==> config.mk <==
export PLATFORM = sky130hd
export DESIGN_NAME = alu_muldiv_seq
export DESIGN_NICKNAME = d
export VERILOG_FILES = /design/src/rtl/alu_muldiv_seq.sv
export SDC_FILE = /design/constraint.sdc
export NUM_CORES = 1
export LEC_CHECK = 0
export CAP_MARGIN = 10
export CELL_PAD_IN_SITES_DETAIL_PLACEMENT = 0
export CELL_PAD_IN_SITES_GLOBAL_PLACEMENT = 1
export CORE_UTILIZATION = 35
export CTS_BUF_LIST = sky130_fd_sc_hd__clkbuf_4 sky130_fd_sc_hd__clkbuf_8 sky130_fd_sc_hd__clkbuf_16
export DETAILED_ROUTE_END_ITERATION = 8
export GPL_TIMING_DRIVEN = 0
export PLACE_DENSITY_LB_ADDON = 0.1
export RECOVER_POWER = 25
export REMOVE_ABC_BUFFERS = 1
export SKIP_CTS_REPAIR_TIMING = 1
export SYNTH_ARGS = -nofsm -noshare
export SYNTH_HDL_FRONTEND = slang
export SYNTH_SLANG_ARGS = --single-unit
==> constraint.sdc <==
create_clock -name clk -period 7.2 [get_ports clk]
set_clock_uncertainty 0.15 [all_clocks]
set_input_delay 0.72 -clock clk [delete_from_list [all_inputs] [get_ports clk]]
set_output_delay 0.72 -clock clk [all_outputs]
set_load 0.1 [all_outputs]
==> src/rtl/alu_muldiv_seq.sv <==
// Multi-cycle unsigned multiply/divide sequencer that borrows the shared
// 32-bit ALU. Multiply is shift-and-add, divide is restoring
// shift-and-subtract, one iteration per clock. The ALU is driven
// combinationally from the state and working registers.
module alu_muldiv_seq #(
  parameter int WIDTH     = 32,
  parameter bit ZERO_FAST = 1'b1
) (
  input  logic             clk,
  input  logic             rst,
  input  logic             req_valid,
  output logic             req_ready,
  input  logic             req_div,
  input  logic [WIDTH-1:0] req_a,
  input  logic [WIDTH-1:0] req_b,
  output logic             rsp_valid,
  input  logic             rsp_ready,
  output logic [WIDTH-1:0] rsp_lo,
  output logic [WIDTH-1:0] rsp_hi,
  output logic             rsp_dz,
  output logic [WIDTH-1:0] alu_a,
  output logic [WIDTH-1:0] alu_b,
  output logic [3:0]       alu_op,
  input  logic [WIDTH-1:0] alu_res,
  input  logic [3:0]       alu_flags
);

  localparam int CW = $clog2(WIDTH) + 1;

  typedef enum logic [1:0] {IDLE, MUL, DIV, DONE} state_t;

  state_t state_q, state_d;
  logic [CW-1:0] cnt_q, cnt_d;
  // hi: acc_hi while multiplying, partial remainder while dividing
  // lo: multiplier bits shifting out / dividend bits shifting into quotient
  // opb: multiplicand or divisor
  logic [WIDTH-1:0] hi_q, hi_d;
  logic [WIDTH-1:0] lo_q, lo_d;
  logic [WIDTH-1:0] opb_q, opb_d;
  logic             dz_q, dz_d;
  logic [WIDTH-1:0] rsp_lo_q, rsp_lo_d;
  logic [WIDTH-1:0] rsp_hi_q, rsp_hi_d;
  logic             rsp_dz_q, rsp_dz_d;

  logic             carry;
  logic             top;
  logic             take;
  logic [WIDTH-1:0] shifted;

  // Only the borrow flag matters to the divide loop.
  logic unused_flags;
  assign unused_flags = ^{alu_flags[3:2], alu_flags[0]};

  assign req_ready = (state_q == IDLE);
  assign rsp_valid = (state_q == DONE);
  assign rsp_lo    = rsp_lo_q;
  assign rsp_hi    = rsp_hi_q;
  assign rsp_dz    = rsp_dz_q;

  // Next-state, working-register update and ALU drive.
  always_comb begin
    state_d  = state_q;
    cnt_d    = cnt_q;
    hi_d     = hi_q;
    lo_d     = lo_q;
    opb_d    = opb_q;
    dz_d     = dz_q;
    rsp_lo_d = rsp_lo_q;
    rsp_hi_d = rsp_hi_q;
    rsp_dz_d = rsp_dz_q;
    alu_a    = '0;
    alu_b    = '0;
    alu_op   = 4'h0;
    carry    = 1'b0;
    top      = hi_q[WIDTH-1];
    shifted  = {hi_q[WIDTH-2:0], lo_q[WIDTH-1]};
    take     = 1'b0;

    unique case (state_q)
      IDLE: begin
        if (req_valid) begin
          hi_d  = '0;
          lo_d  = req_div ? req_a : req_b;
          opb_d = req_div ? req_b : req_a;
          cnt_d = CW'(WIDTH);
          dz_d  = req_div && (req_b == '0);
          if (!req_div) begin
            state_d = MUL;
          end else if ((req_b == '0) && ZERO_FAST) begin
            // Divide-by-zero short cut: the answer the loop would produce.
            state_d  = DONE;
            rsp_lo_d = '1;
            rsp_hi_d = req_a;
            rsp_dz_d = 1'b1;
          end else begin
            state_d = DIV;
          end
        end
      end

      MUL: begin
        alu_a  = hi_q;
        alu_b  = lo_q[0] ? opb_q : '0;
        alu_op = 4'h0;
        carry  = (alu_res < hi_q);
        hi_d   = {carry, alu_res[WIDTH-1:1]};
        lo_d   = {alu_res[0], lo_q[WIDTH-1:1]};
        cnt_d  = cnt_q - 1'b1;
        if (cnt_q == CW'(1)) begin
          state_d  = DONE;
          rsp_hi_d = hi_d;
          rsp_lo_d = lo_d;
          rsp_dz_d = 1'b0;
        end
      end

      DIV: begin
        alu_a  = shifted;
        alu_b  = opb_q;
        alu_op = 4'h1;
        // A set top bit means the shifted remainder exceeds any divisor.
        take   = top | ~alu_flags[1];
        hi_d   = take ? alu_res : shifted;
        lo_d   = {lo_q[WIDTH-2:0], take};
        cnt_d  = cnt_q - 1'b1;
        if (cnt_q == CW'(1)) begin
          state_d  = DONE;
          rsp_hi_d = hi_d;
          rsp_lo_d = lo_d;
          rsp_dz_d = dz_q;
        end
      end

      DONE: begin
        if (rsp_ready) begin
          state_d = IDLE;
        end
      end

      default: state_d = IDLE;
    endcase
  end

  // State and working registers; reset aborts any operation in flight.
  always_ff @(posedge clk or posedge rst) begin
    if (rst) begin
      state_q  <= IDLE;
      cnt_q    <= '0;
      hi_q     <= '0;
      lo_q     <= '0;
      opb_q    <= '0;
      dz_q     <= 1'b0;
      rsp_lo_q <= '0;
      rsp_hi_q <= '0;
      rsp_dz_q <= 1'b0;
    end else begin
      state_q  <= state_d;
      cnt_q    <= cnt_d;
      hi_q     <= hi_d;
      lo_q     <= lo_d;
      opb_q    <= opb_d;
      dz_q     <= dz_d;
      rsp_lo_q <= rsp_lo_d;
      rsp_hi_q <= rsp_hi_d;
      rsp_dz_q <= rsp_dz_d;
    end
  end

endmodule
==> results of run 1 <==
==> sequential cells by signal, indices dropped and copies added (netlist names) <==
| register | count |
|---|---|
| hi_q | 32 |
| lo_q | 32 |
| opb_q | 32 |
| rsp_hi | 32 |
| rsp_lo | 32 |
| cnt_q | 6 |
| state_q | 2 |
| dz_q | 1 |
| rsp_dz | 1 |
==> cell families after synthesis <==
| group | Yosys count | synth area share |
|---|---|---|
| multiplexers | 129 | 0.140 |
| buffers and inverters | 131 | 0.0532 |
| AND/OR/NAND/NOR | 283 | 0.122 |
| XOR/XNOR | 2 | 0.00174 |
| AO/OA/AOI/OAI | 335 | 0.214 |
| flip-flops | 170 | 0.422 |
| other | 1 | 0.000372 |
| adder cells (fa/ha/maj) | 38 | 0.0471 |
==> area by class of cell <==
class / count / area, um2
Antenna cell: 1 / 2.50
Clock inverter: 15 / 173
Multi-Input combinational cell: 790 / 5370
Timing Repair Buffer: 245 / 2620
Tap cell: 378 / 473
Inverter: 41 / 158
Fill cell: 2740 / 14600
Clock buffer: 17 / 425
Sequential cell: 170 / 4250
==> cells in the final DEF, fill, tap and decap left out, drive strengths merged, types with 7 or more instances in the layout <==
| cell | count |
|---|---|
| clkdlybuf4s50 | 231 |
| nand4 | 7 |
| buf | 12 |
| dfrtp | 170 |
| a22o | 32 |
| nor2 | 71 |
| ha | 38 |
| a21oi | 85 |
| inv | 47 |
| and2 | 34 |
| a21o | 34 |
| mux2i | 35 |
| nor4 | 9 |
| a221o | 32 |
| mux2 | 94 |
| clkbuf | 18 |
| a22oi | 33 |
| nand2 | 147 |
| clkinv | 8 |
| o21ai | 109 |
==> Yosys cell counts, drive strengths merged (33+ instances only) <==
cell type / count / area share
dfrtp: 170 / 0.42
nand2: 147 / 0.055
o21ai: 109 / 0.054
mux2: 94 / 0.10
a21oi: 85 / 0.043
nor2: 71 / 0.026
clkbuf: 60 / 0.022
inv: 41 / 0.015
ha: 38 / 0.047
mux2i: 35 / 0.035
a21o: 34 / 0.025
and2: 34 / 0.021
a22oi: 33 / 0.025
==> per-stage QoR <==
step	instance area (um2)	setup WS, ps	setup TNS, ps
after floorplan	9710	1530	0
after global placement	12500	-3710	-443480
after detailed placement	12900	1870	0
after CTS	13500	1400	0
after global routing	13500	812	0
final	13500	1540	0
==> routing by layer <==
layer | share of wire | up-vias
li1 | - | 4236
met1 | 0.46 | 4214
met2 | 0.46 | 234
met3 | 0.064 | 22
met4 | 0.013 | 2
met5 | 0.00034 | -
==> worst max path at each step <==
stage / to / slack [ps] / depth (start not counted)
global placement: alu_b[31] / -3710 / 6
CTS: alu_b[31] / 1400 / 7
detailed placement: alu_b[31] / 1870 / 7
finish: alu_b[31] / 1540 / 7
global route: hi_q[3] / 810 / 3
floorplan: alu_b[0] / 1530 / 5
==> metrics, run 1 <==
status finished, violations left; violated checks max-capacitance violations, max-slew violations; clk sink count 170; Rows slightly above 60; area delta synth->final 33.6%; Avg Inst Size Synth 9.26 um2; H-tree depth 4; Clk Latency, worst-skew pair roughly 430 ps; Hold Startpoint rsp_hi[24]; Tcrit/Tclk final 0.786; Crit path buffers/inverters 4; post-DP HPWL 22,200 um; Syn Inst Count 1,089; Root Buffer clkbuf_16; global-route wire length before repair 51,300 um; required time worst endpoint 6330 ps; Final Max Slew Viols 200; Layout Nets 1,408; DR pass1 iterations 5; DIE AREA about 29,000 um2; clock slew at reported path FFs 70 ps; Starting Density 0.359; non-filler cells, final 1,657; max-cap violations 3; initial antenna violation count 3; Detailed Route Iter0 Violations 418; die height 172 um; Cell Chain, Critical Path inv_1 > ha_4 > inv_4 > buf_16 > nor2_4 > and2_1 > clkdlybuf4s50_1; TritonCTS clock tree yes; CTS buffer count 17; Reg2Reg Setup Slack 3520 ps; gr usage total 0.229; sequential share of the synthesized area 0.422; routing usage on met3 0.0584; Most used DFF post-synth dfrtp_1; post-synth cell types 43; Seq cells post-synth 170; Mapped Area 10,100 um2; Worst path max stage delay 1140 ps; die width 172 um; RSZ-0062 raised after global routing no; Post-synth ARST share 1.00; drt total wl around 33,000 um; placed cell count 1,624; GRT met1 Usage 0.312; share of layout cells above drive strength 1 0.112; vias in the first global route 8,587; Cells on Worst Hold Path 1; R2R Path End cnt_q[5]; pin count of the biggest net entering global routing 121; Post-synth EDFFs 0; Core Footprint ~28,000 um2; max_slew headroom -1.07; GPL Wtd Cong approximately 0.76; synthesis warning total 0; via count around 8,700; Core Util, Final 0.480; routing usage on met2 0.362; global routing's busiest layer met2; CP max FO 71; WS Path Type flop to output port; vias per cell 5.26; Slowest-stage cell, CP clkdlybuf4s50_1; # DRC 0; Top Family by Delay on Critical Path buffers and inverters; hold endpoint rsp_hi[24]; gr ovfl total 0; endpoint type of the worst setup path output port; ANT nets after route 0; worst r2r path cells 9; Crit. Startpoint state_q[0]; PortBufs ~230; post-DR wirelength/cell a little under 20 um; post-route minimum period 5660 ps; Final Hold Viols 0; Tightest Pin Transition 3110 ps; worst min-delay path category flop to flop; WHS roughly 330 ps; io pins 240; reg2reg start state_q[0]; max frequency 0.177 GHz; crit start category flop; Max Buffers Root-to-Sink 2; Setup-failing EPs final 0; arrival time worst endpoint 4790 ps
Power of run 1 is left out: the tool's default activity adds up to more than one toggle a clock period on the data nets, which glitch-free logic cannot reach.
==> run 2, diff against run 1 <==
- clock period: 7.2 -> 5.5 ns (I/O delays scaled with it)
==> run 2 against run 1 <==
The run still ends with max-capacitance violations, max-slew violations left; setup slack got worse by 1200 ps; cell count barely moved; utilization rose by 0.19 points; critical path depth did not move; via count fell by 0.10%; largest cell class unchanged; cell area rose by 0.39%; die area did not move; worst hold slack barely moved; sequential share of layout area fell by 0.12 points; wire length rose by 1.0%.
==> metrics, run 2 (same netlist as run 1, synthesis figures left out) <==
Core Footprint 28,100 um2 (unchanged); post-DR wirelength/cell 19.8 um (+0.96%); worst min-delay path category flop to flop; Root Buffer clkbuf_16; TritonCTS clock tree yes; endpoint type of the worst setup path output port; max-cap violations 2 (-1); clock slew at reported path FFs 70 ps (about the same); crit start category flop; Rows 61 (unchanged); RSZ-0062 raised after global routing no; Starting Density 0.359 (unchanged); R2R Path End hi_q[31]; Tightest Pin Transition 2490 ps (-622 ps); DIE AREA 29,500 um2 (unchanged); pin count of the biggest net entering global routing 121 (unchanged); area delta synth->final 34.1%; Final Max Slew Viols 173 (-14%); WL met3 2090 um (+0.87%); gr usage total 0.229 (unchanged); reg2reg start state_q[0]; Layout Nets 1,409 (+0.071%); Reg2Reg Setup Slack 2300 ps (-1220 ps); required time worst endpoint 4800 ps (-1530 ps); commonest non-fill, non-tap cells in the layout clkdlybuf4s50_1, dfrtp_1, nand2_1, o21ai_0; Detailed Route Iter0 Violations 431 (+3.1%); drt total wl 32,900 um (+1.0%); DR WL met2 15,100 um (+0.79%); worst r2r path cells 8 (-1); DR pass1 iterations 5 (unchanged); CP max FO 72 (+1.4%); arrival time worst endpoint 4480 ps (-310 ps); global-route wire length before repair 51,300 um (unchanged); max_slew headroom -0.669 (+0.405); io pins 240 (unchanged); metal1 wirelength 15,200 um (+1.3%); ANT nets after route 0 (unchanged); share of layout cells above drive strength 1 0.113 (+0.00148); # DRC 0 (unchanged); post-DP HPWL 22,200 um (unchanged); hold endpoint rsp_hi[24]; violated checks max-capacitance violations, max-slew violations; setup_tns 0 ps (unchanged); Setup-failing EPs final 0 (unchanged); Tcrit/Tclk final 0.941; PortBufs 233 (unchanged); die width 172 um (unchanged); initial antenna violation count 4 (+1); H-tree depth 4 (unchanged); Hold Startpoint rsp_hi[24]; placed cell count 1,624 (unchanged); status finished, violations left; vias per cell 5.25 (-0.16%); clk sink count 170 (unchanged); Clk Latency, worst-skew pair 430 ps (about the same); Cells on Worst Hold Path 1 (unchanged); Crit. Startpoint state_q[0]; Final Hold Viols 0 (unchanged); post-route minimum period 5180 ps; die height 172 um (unchanged); GPL Wtd Cong 0.764 (unchanged); via count 8,699 (-0.10%); Max Buffers Root-to-Sink 2 (unchanged); CTS buffer count 17 (unchanged); max frequency ~0.19 GHz; gr ovfl total 0 (unchanged); vias in the first global route 8,587 (unchanged); WS Path Type flop to output port; most common cell after layout, fill and taps aside clkdlybuf4s50_1; max layer used met5; non-filler cells, final 1,658 (+0.060%)
==> run 2: metrics by stage <==
| stage | cell area [um2] | hold slack (ps) | utilization | setup WS, ps |
|---|---|---|---|---|
| after detailed placement | 12900 | 314 | 0.459 | 341 |
| after global placement | 12500 | 308 | 0.446 | -5240 |
| after floorplan | 9710 | 316 | - | -3.16 |
| after global routing | 13500 | 346 | 0.481 | 19.3 |
| after CTS | 13500 | 333 | 0.481 | -133 |
| final | 13500 | 327 | 0.482 | 323 |
==> run 2: critical path, cell delays in order, from the launching register on <==
cell	delay, ps
dfrtp_1	480
inv_1	160
ha_4	860
inv_4	340
buf_16	340
nor2_4	460
and2_1	200
clkdlybuf4s50_1	1140
==> run 2: area by class of cell <==
cell class | instances | area (um2)
Antenna cell | 1 | 2.50
Timing Repair Buffer | 245 | 2670
Inverter | 41 | 158
Multi-Input combinational cell | 791 | 5370
Tap cell | 378 | 473
Fill cell | 2733 | 14600
Clock inverter | 15 | 173
Clock buffer | 17 | 425
Sequential cell | 170 | 4250
==> run 2: how the worst max path moves through the flow <==
stage	to	slack, ps	cells after the start
after floorplan	alu_b[0]	-3	5
after global placement	alu_b[31]	-5240	6
after detailed placement	alu_b[31]	340	7
after CTS	alu_b[31]	-130	7
after global routing	alu_b[13]	20	7
final	alu_b[4]	320	7
==> run 2: routing by layer <==
layer  up-vias  track usage
met5         -            0
met4         2       0.0535
met3        22       0.0584
met2       244        0.362
met1      4189        0.312
li1       4242            -
Power of run 2 is left out for the same reason.
==> run 3, diff against run 2 <==
- SLEW_MARGIN: unset -> 20
==> run 3 against run 2 <==
Critical path type unchanged; clock-buffer cell count unchanged; maximum frequency increased by 6.2%; setup slack improved by 300 ps; highest routed layer unchanged; critical path depth increased by 2; the flow still finishes with violations (max-capacitance violations, max-slew violations).
==> metrics, run 3 (same netlist as run 1, synthesis figures left out) <==
status finished, violations left; violated checks max-capacitance violations, max-slew violations; required time worst endpoint 4800 ps (about the same); arrival time worst endpoint 4180 ps (-300 ps); RSZ-0062 raised after global routing no; Crit path buffers/inverters 6 (+2); R2R Path End cnt_q[5]; Starting Density 0.359 (unchanged); share of layout cells above drive strength 1 0.113 (-0.000177); worst r2r path cells 9 (+1); die width 172 um (unchanged); initial antenna violation count 2 (-2); Max Buffers Root-to-Sink 2 (unchanged); Hold Startpoint rsp_hi[26]; worst min-delay path category flop to flop; most common cell after layout, fill and taps aside clkdlybuf4s50_1; clock slew at reported path FFs 70 ps (about the same); Final Hold Viols 0 (unchanged); hold endpoint rsp_hi[26]; vias per cell 5.27 (+0.40%); # DRC 0 (unchanged); reg2reg start state_q[0]; post-DP HPWL 22,500 um (+1.5%); max_slew headroom -1.18 (-0.510); crit start category flop; CTS buffer count 17 (unchanged); io pins 240 (unchanged); Setup-failing EPs final 0 (unchanged); GPL Wtd Cong 0.764 (unchanged); clk sink count 170 (unchanged); Tcrit/Tclk final 0.887 (-0.0546); WHS 326 ps (-1.88 ps); Root Buffer clkbuf_16; Worst path max stage delay 1170 ps (+30 ps); Tightest Pin Transition 3270 ps (+776 ps); Reg2Reg Setup Slack 1870 ps (-430 ps); die height 172 um (unchanged); Crit. Startpoint state_q[0]; Cell Chain, Critical Path inv_1 > ha_4 > buf_12 > inv_6 > buf_16 > nor2_4 > buf_12 > and2_1 > clkdlybuf4s50_1; via count 8,744 (+0.52%); Clk Latency, worst-skew pair 440 ps (about the same); Cells on Worst Hold Path 1 (unchanged); TritonCTS clock tree yes; endpoint type of the worst setup path output port; Detailed Route Iter0 Violations 433 (+0.46%); H-tree depth 4 (unchanged); WS Path Type flop to output port; Layout Nets 1,411 (+0.14%); DIE AREA 29,500 um2 (unchanged); area delta synth->final 34.5%; gr usage total 0.230 (+0.00131); DR pass1 iterations 5 (unchanged); global-route wire length before repair 51,600 um (+0.62%); pin count of the biggest net entering global routing 96 (-21%); Critical Path Most Common Cell buf_12; Core Footprint 28,100 um2 (unchanged); Critical Path Stages 9 (+2); ANT nets after route 0 (unchanged); drt total wl 32,800 um (-0.16%); Final Max Slew Viols 103 (-40%); Top Family by Delay on Critical Path buffers and inverters; gr ovfl total 0 (unchanged); CP max FO 73 (+1.4%); Slowest-stage cell, CP clkdlybuf4s50_1; post-DR wirelength/cell 19.8 um (-0.28%); max frequency 0.205 GHz (+6.2%); commonest non-fill, non-tap cells in the layout clkdlybuf4s50_1, dfrtp_1, nand2_1, o21ai_0; max-cap violations 2 (unchanged); post-route minimum period 4880 ps (-300 ps); vias in the first global route 8,673 (+1.0%); PortBufs 233 (unchanged); Rows 61 (unchanged)
[run 3: cell count changes in the layout (fill, tap and decap cells not counted), moves of 2 or more]
cell,delta
inv_6,+2
clkdlybuf4s50_1,+17
dlymetal6s2s_1,-17
buf_12,+2
[run 3: metal layers]
layer  global-route usage  vias to the layer above  routed length [um]
li1                     -                     4248                   -
met1                0.315                     4222               15000
met2                0.370                      248               15300
met3               0.0490                       24                2150
met4               0.0554                        2                 344
met5                    0                        -                  13
[run 3: area by class of cell]
cell class	count	area (um2)
Inverter	41	159
Clock inverter	15	178
Clock buffer	17	425
Multi-Input combinational cell	790	5370
Timing Repair Buffer	248	2700
Antenna cell	1	2.50
Tap cell	378	473
Sequential cell	170	4250
Fill cell	2769	14500
[run 3: metrics by stage]
stage,area [um2],setup TNS [ps],cells,setup slack (ps),utilization
after floorplan,9710,-101,1001,-3.16,-
after global placement,12500,-960910,1612,-5240,0.446
after detailed placement,13000,0,1627,1030,0.462
after CTS,13600,0,1659,537,0.483
after global routing,13600,0,1659,388,0.483
final,13600,0,1660,623,0.483
[run 3: worst max-delay path by stage]
stage and end:
5_1_grt alu_b[31], 3_5_place_dp alu_b[31], 4_1_cts alu_b[31], 6_report alu_b[30]
3_3_place_gp alu_b[31], 2_1_floorplan alu_b[0]
Power of run 3 is left out for the same reason.
==> variant (flow settings as in run 3) <==
The parameter `ZERO_FAST` goes from 1'b1 to 1'b0.
--- a/src/rtl/alu_muldiv_seq.sv
+++ b/src/rtl/alu_muldiv_seq.sv
@@ -6,3 +6,3 @@
   parameter int WIDTH     = 32,
-  parameter bit ZERO_FAST = 1'b1
+  parameter bit ZERO_FAST = 1'b0
 ) (
Function: changed (a bounded check fails within 4 cycles, from zero or initial values and one cycle with rst high).
==> variant against run 3 <==
The flow still finishes with violations (capacitance limit, slew limit); sequential cell count did not move; synthesized area decreased by 0.74%; final area shrank 1.1%; wire length down 11%; setup slack gained 0.13 ns; fmax up 2.8%; non-clock buffer count decreased by 1; highest routed layer unchanged.
Power is left out: the tool's default activity adds up to more than one toggle a clock period on the data nets, which glitch-free logic cannot reach.
==> variant: results (changes against run 3) <==
status: "finished, violations left"
violations: "capacitance limit, slew limit"
synth_compound_area_frac: 0.2248  # +0.01073
grt_pass1_vias: 8532  # -1.6%
wl_met2_um: 13450  # -12%
antenna_found_initial: 1  # -1
place_congestion: 0.7605  # -0.39%
critPathArrivalTime_ns: 4.04  # -0.14 ns
layout-drive-gt1-share: 0.04981  # -0.06338
ys_types: 48  # +12%
maxCapViolCount: 1  # -1
grt_max_degree: 97  # +1.0%
use_met3: 0.05899  # +0.009976
worstHoldStart: "rsp_lo[0]$_DFFE_PP0P_"
routed-wl-met3_um: 1859  # -14%
holdPathEnd: "rsp_lo[0]$_DFFE_PP0P_"
worst_hold_path_type: "reg2reg"
r2r_end: "rsp_hi[23]$_DFFE_PP0P_"
drt-met1-wl_um: 13670  # -8.9%
cts_root_buf: "clkbuf_16"
met2_usage: 0.3337  # -0.03632
synth_mux_area_frac: 0.09999  # -0.03970
critPathCapture: "alu_b[12]"
max_slew_margin: -1.446  # -0.2662
n_antenna_cell: 0  # -1
grtUsageTotal: 0.2054  # -0.02497
synth-xor-area-share: 0.001750  # +0.00001302
dpl_cell_area_um2: 12820  # -1.1%
first_iter_violations: 408  # -5.8%
grt_pass1_wl_um: 47120  # -8.8%
cp_slowest_cell: "clkdlybuf4s50_1"
via_count: 8694  # -0.57%
dp_hpwl_um: 20190  # -10%
grtUsageMet1: 0.2702  # -0.04436
portBuffers: 233  # unchanged
synth_common_cells: "dfrtp_1, nand2_1, o21ai_0, mux2i_1, a21oi_1"
slew_violations: 75  # -27%
cpPeakStageDelay_ns: 1.15  # -0.02 ns
place_ws_ns: 1.148  # +0.1219 ns
dr.pass1.iters: 4  # -1
-- variant: cell types whose count changed in the layout (fill, tap and decap cells not counted), sizes merged, moves of 10 or more --
| cell | delta |
|---|---|
| mux2 | -94 |
| mux2i | +65 |
| a21o | -33 |
| a221oi | +32 |
| o31ai | +32 |
| a221o | -31 |
| a22o | -31 |
| a211oi | +30 |
| nor2b | +30 |
| o22ai | +30 |
| a21oi | -10 |
-- variant: stage by stage --
stage | hold slack (ns) | instances
floorplan | 0.2918 | 1026
global route | 0.3520 | 1683
global placement | 0.3038 | 1637
finish | 0.3269 | 1683
detailed placement | 0.3127 | 1651
CTS | 0.3327 | 1683
-- variant: layout make-up --
cell class	count	area, um^2	share of cell area
Clock buffer	17	425.4	0.03172
Clock inverter	15	173.9	0.01297
Inverter	39	151.4	0.01129
Multi-Input combinational cell	817	5270	0.3929
Sequential cell	170	4254	0.3172
Tap cell	378	473.0	0.03526
Timing Repair Buffer	247	2665	0.1987
